$ cat src/rtl/inst_loader.sv
// inst_loader: receives a little-endian byte stream, assembles it into 32-bit
// instruction words and writes each word into instruction memory at
// consecutive word addresses.
// Optional feature macro: LOADER_CHECKSUM_EN. When it is defined, the words
// written in a session are XOR-folded and compared with the checksum supplied
// at start. err_o reports a mismatch.
module inst_loader #(
  parameter int DEPTH = 1024,
  parameter int AW    = 10
) (
  input  logic          clk,
  input  logic          rst,
  input  logic          start_i,
  input  logic [AW:0]   len_i,
  input  logic          byte_valid_i,
  input  logic [7:0]    byte_data_i,
  output logic          byte_ready_o,
  output logic          wr_en_o,
  output logic [AW-1:0] wr_addr_o,
  output logic [31:0]   wr_data_o,
  output logic          busy_o,
  output logic          done_o,
  input  logic [31:0]   csum_i,
  output logic          err_o
);

  localparam int LW = AW + 1;
  localparam logic [AW:0] DEPTH_L = LW'(DEPTH);

  typedef enum logic [1:0] {IDLE, RECV, WRITE, DONE} state_t;

  state_t        state, state_nxt;
  logic [AW:0]   len_q;
  logic [AW-1:0] addr_q;
  logic [1:0]    cnt_q;
  logic [31:0]   word_q;

  logic [AW:0]   len_clip;
  logic          accept;
  logic          last_word;

  // Requests longer than the memory are truncated so the address cannot wrap.
  assign len_clip  = (len_i > DEPTH_L) ? DEPTH_L : len_i;
  assign accept    = (state == RECV) && byte_valid_i;
  // Only evaluated in WRITE, where len_q is at least 1.
  assign last_word = ({1'b0, addr_q} == (len_q - LW'(1)));

  // State register.
  // NOTE: every clocked block uses non-blocking (<=) assignments so all
  // registers update together from values sampled before the edge.
  always_ff @(posedge clk or posedge rst) begin
    if (rst) state <= IDLE;
    else     state <= state_nxt;
  end

  // Next-state logic.
  // NOTE: state_nxt gets a default before the case so no path leaves it
  // unassigned, which would infer a latch.
  always_comb begin
    state_nxt = state;
    case (state)
      IDLE:    if (start_i) state_nxt = (len_clip == '0) ? DONE : RECV;
      RECV:    if (accept && cnt_q == 2'd3) state_nxt = WRITE;
      WRITE:   state_nxt = last_word ? DONE : RECV;
      DONE:    state_nxt = IDLE;
      default: state_nxt = IDLE;
    endcase
  end

  // State-decoded outputs. start_i is only looked at in IDLE, so a start
  // while busy is ignored.
  always_comb begin
    byte_ready_o = (state == RECV);
    wr_en_o      = (state == WRITE);
    done_o       = (state == DONE);
    busy_o       = (state != IDLE);
  end

  assign wr_addr_o = addr_q;
  assign wr_data_o = word_q;

  // Session datapath: length latch, word address, byte lane counter and
  // word assembly. A reset discards a partial word because WRITE is the only
  // state that raises wr_en_o.
  always_ff @(posedge clk or posedge rst) begin
    if (rst) begin
      len_q  <= '0;
      addr_q <= '0;
      cnt_q  <= '0;
      word_q <= '0;
    end else begin
      case (state)
        IDLE: if (start_i) begin
          len_q  <= len_clip;
          addr_q <= '0;
          cnt_q  <= '0;
        end
        RECV: if (accept) begin
          word_q[{cnt_q, 3'b000} +: 8] <= byte_data_i;
          cnt_q <= cnt_q + 2'd1;
        end
        // The address stays at the last word so it never passes DEPTH-1.
        WRITE: if (!last_word) addr_q <= addr_q + AW'(1);
        default: ;
      endcase
    end
  end

`ifdef LOADER_CHECKSUM_EN
  logic [31:0] csum_q;
  logic [31:0] acc_q;
  logic        err_q;

  // Running XOR of the written words. The flag is updated on the edge that
  // enters DONE, so it is valid with done_o and holds until the next start.
  always_ff @(posedge clk or posedge rst) begin
    if (rst) begin
      csum_q <= '0;
      acc_q  <= '0;
      err_q  <= 1'b0;
    end else begin
      case (state)
        IDLE: if (start_i) begin
          csum_q <= csum_i;
          acc_q  <= '0;
          err_q  <= (len_clip == '0) ? (csum_i != 32'd0) : 1'b0;
        end
        WRITE: begin
          acc_q <= acc_q ^ word_q;
          if (last_word) err_q <= ((acc_q ^ word_q) != csum_q);
        end
        default: ;
      endcase
    end
  end

  assign err_o = err_q;
`else
  logic unused_csum;
  assign unused_csum = ^csum_i;
  assign err_o       = 1'b0;
`endif

endmodule

$ cat config.mk
export PLATFORM = sky130hd
export DESIGN_NAME = inst_loader
export DESIGN_NICKNAME = d
export VERILOG_FILES = /design/src/rtl/inst_loader.sv
export SDC_FILE = /design/constraint.sdc
export NUM_CORES = 1
export LEC_CHECK = 0
export ABC_AREA = 1
export CAP_MARGIN = 20
export CORE_UTILIZATION = 45
export CTS_BUF_LIST = sky130_fd_sc_hd__clkbuf_8
export CTS_CLUSTER_DIAMETER = 150
export CTS_CLUSTER_SIZE = 25
export DETAILED_ROUTE_END_ITERATION = 8
export PLACE_DENSITY = 0.78
export SYNTH_ARGS = -nofsm -noshare
export SYNTH_HDL_FRONTEND = slang
export SYNTH_SLANG_ARGS = --single-unit
$ cat constraint.sdc
create_clock -name clk -period 2.25 [get_ports clk]
set_input_delay 0.675 -clock clk [delete_from_list [all_inputs] [get_ports clk]]
set_output_delay 0.675 -clock clk [all_outputs]
set_load 0.01 [all_outputs]
==> results.sh <==
export IMPL_wl_per_cell_microns=13.4
export IMPL_hold_violations=0
export IMPL_synth_top_area_frac=0.450
export IMPL_grt_pass1_wl_mm=13.5
export IMPL_dp_hpwl_mm=5.73
export IMPL_final_cells=596
export IMPL_syn_avg_cell_area_sq_um=7.58
export IMPL_ir_drop_uv=705
export IMPL_relSlewSlack=0.603
export IMPL_coreArea_sq_mm=0.00679
export IMPL_path_buf_inv=1
export IMPL_port_buffers=68
export IMPL_async_flop_share=1.00
export IMPL_drive_above_1_share=0.106
export IMPL_antenna_found_initial=0
export IMPL_clk_latency_ns=0.34
export IMPL_dieHeight_microns=85.9
export IMPL_layout_common_cells="nand2_1 (114), clkdlybuf4s50_1 (65), dfrtp_1 (57)"
export IMPL_fmax_ghz=0.467
export IMPL_clock_root_buffer="clkbuf_8"
export IMPL_grt_ovfl_total=0
export IMPL_crit_arrival_ns=1.47
export IMPL_setup_ws_ns=0.108
export IMPL_ys_ff_latch=57
export IMPL_worstMarginPinSlew_ns=0.594
export IMPL_synth_top_area_cell="dfrtp_1"
export IMPL_start_kind="flip-flop"
export IMPL_vias=3093
export IMPL_drv_slew=0
export IMPL_critPathTopFamily="buffers and inverters"
export IMPL_clk_path_buf_depth=2
export IMPL_fin_worst_skew_ns=0.00567
export IMPL_first_global_vias=3031
export IMPL_ys_top_cells_by_area="dfrtp_1 (45%), nand2_1 (14%), nand3_1 (7.9%), o21ai_0 (6.5%), inv_1 (5.0%)"
export IMPL_end_kind="output pin"
export IMPL_final_nets=558
export IMPL_seq_area_frac_synth=0.450
export IMPL_worstPathMaxFanout=7
export IMPL_p_leak_nw=2.12
export IMPL_final_common_cell="nand2_1"
export IMPL_finalSetupTns_ns=0
export IMPL_path_clk_slew_ns=0.07
export IMPL_preCtsSetupSlack_ns=0.190
export IMPL_finalSetupViolations=0
export IMPL_cp_slowest_stage_delay_ns=0.60
export IMPL_cts_tree="yes"
export IMPL_synthFlopType="dfrtp_1"
export IMPL_grtUsageTotal=0.238
export IMPL_syn_area_sq_mm=0.00317
export IMPL_rsz0062_at_grt="false"
export IMPL_fin_util=0.619
export IMPL_area_growth_pct=32.7
export IMPL_min_period_ns=2.14
export IMPL_gp_congestion=0.867
export IMPL_power_per_cell_area_mw_per_mm2=1160
export IMPL_path_cells="clkdlybuf4s50_1"
export IMPL_placed_area_sq_mm=0.00400
export IMPL_status="complete, no violations"
export IMPL_synth_edf_count=0
export IMPL_path_class="flip-flop to output pin"
export IMPL_post_route_period_util=0.952
export IMPL_finalInstanceArea_sq_mm=0.00421
export IMPL_yosys_warnings=0
export IMPL_drc=0
export IMPL_fp_dieW_microns=85.9
export IMPL_ys_types=31
export IMPL_diodes=0
export IMPL_drv_cap=0
export IMPL_start_util=0.466
export IMPL_cp_required_ns=1.57
export IMPL_hold_class="flip-flop to flip-flop"
export IMPL_drt_total_wl_mm=7.97
export IMPL_cts_sinks=57
export IMPL_design_power_total_mw=4.88
export IMPL_dp_cells=580
export IMPL_grt_max_degree=58
export IMPL_drtPass1Iterations=4
export IMPL_numCtsBuffers=9
export IMPL_holdBufCountCts=0
export IMPL_viasPerCell=5.19
export IMPL_ios=102
export IMPL_cpMaxStageDelayCell="clkdlybuf4s50_1"
export IMPL_htreeDepth=3
export IMPL_drt_initial_drc_count=104
export IMPL_die_area_sq_mm=0.00738
export IMPL_whs_ns=0.510
export IMPL_synth_nets=480
export IMPL_row_count=30
export IMPL_antenna_left=0
export IMPL_synthCells=418
[routing by layer]
| metal | vias to the layer above | share of wire | track usage |
|---|---|---|---|
| li1 | 1514 | - | - |
| met1 | 1488 | 0.42 | 0.273 |
| met2 | 72 | 0.51 | 0.411 |
| met3 | 19 | 0.052 | 0.0645 |
| met4 | 0 | 0.022 | 0.114 |
| met5 | - | 0 | 0 |
[cells in the mapped netlist, types with 3 or more instances]
library cell / number
buf_2: 3
nor3_1: 7
o21ai_0: 41
o22ai_1: 6
nor2_1: 24
inv_1: 42
clkbuf_1: 7
xnor2_1: 4
nand3_1: 50
dfrtp_1: 57
xor2_1: 8
nor2_2: 8
inv_2: 8
nand2_1: 114
nand4_1: 14
ha_1: 7
[layout make-up]
cell class | instances | area (sq um)
inverter | 51 | 191
clock inverter | 5 | 56.3
clock buffer | 10 | 138
fill | 596 | 2590
timing repair buffer | 79 | 779
tap | 96 | 120
multi-input combinational | 298 | 1490
sequential | 57 | 1430
[state kept, by name, indices dropped and copies added, names as in the netlist]
| name | count |
|---|---|
| cnt_q | 2 |
| len_q | 11 |
| state | 2 |
| wr_addr_o | 10 |
| wr_data_o | 32 |
[final timing paths]
path	slack [ns]	cells after the start	start	to
max	0.11	1	wr_addr_o[6]	wr_addr_o[6]
min	0.51	2	wr_data_o[25]	wr_data_o[25]
max reg2reg	0.26	14	len_q[0]	wr_addr_o[3]
min reg2reg	0.51	2	wr_data_o[25]	wr_data_o[25]
max in group asynchronous	1.28	3	rst	len_q[10]
min in group asynchronous	0.70	3	rst	wr_addr_o[1]
[kinds of logic after synthesis]
family | share of synthesized area
flip-flops | 0.450
adder cells (fa/ha/maj) | 0.0276
other | 0.00118
AO/OA/AOI/OAI | 0.0880
XOR/XNOR | 0.0332
buffers and inverters | 0.0794
AND/OR/NAND/NOR | 0.321
[worst register-to-register path, cell delays in order (launching register included)]
cell and delay [ns]:
dfrtp_1 0.42, inv_2 0.10, ha_2 0.24, inv_1 0.06, nand2_1 0.08, nand2_1 0.07
nand2_1 0.05, nand2_1 0.05, nor2_1 0.12, nand2_1 0.06, nor2_1 0.12, nand3_2 0.17
buf_4 0.21, nand3_1 0.07, nand2_1 0.05
[report_power, final]
| part | leakage [nW] | switching (mW) | total (mW) | internal, mW |
|---|---|---|---|---|
| clock | 0.0981 | 0.417 | 0.950 | 0.533 |
| combinational | 1.25 | 1.40 | 2.38 | 0.981 |
| sequential | 0.769 | 0.217 | 1.55 | 1.33 |
[repair_timing]
action | 4_1_cts | 5_1_grt
buffers inserted | 1 | 0
endpoints found under the setup margin | 2 | 8
resized for setup | 1 | 3
gates cloned | 0 | 0
pin swaps | 0 | 0
Power figures use the tool's default switching activity.
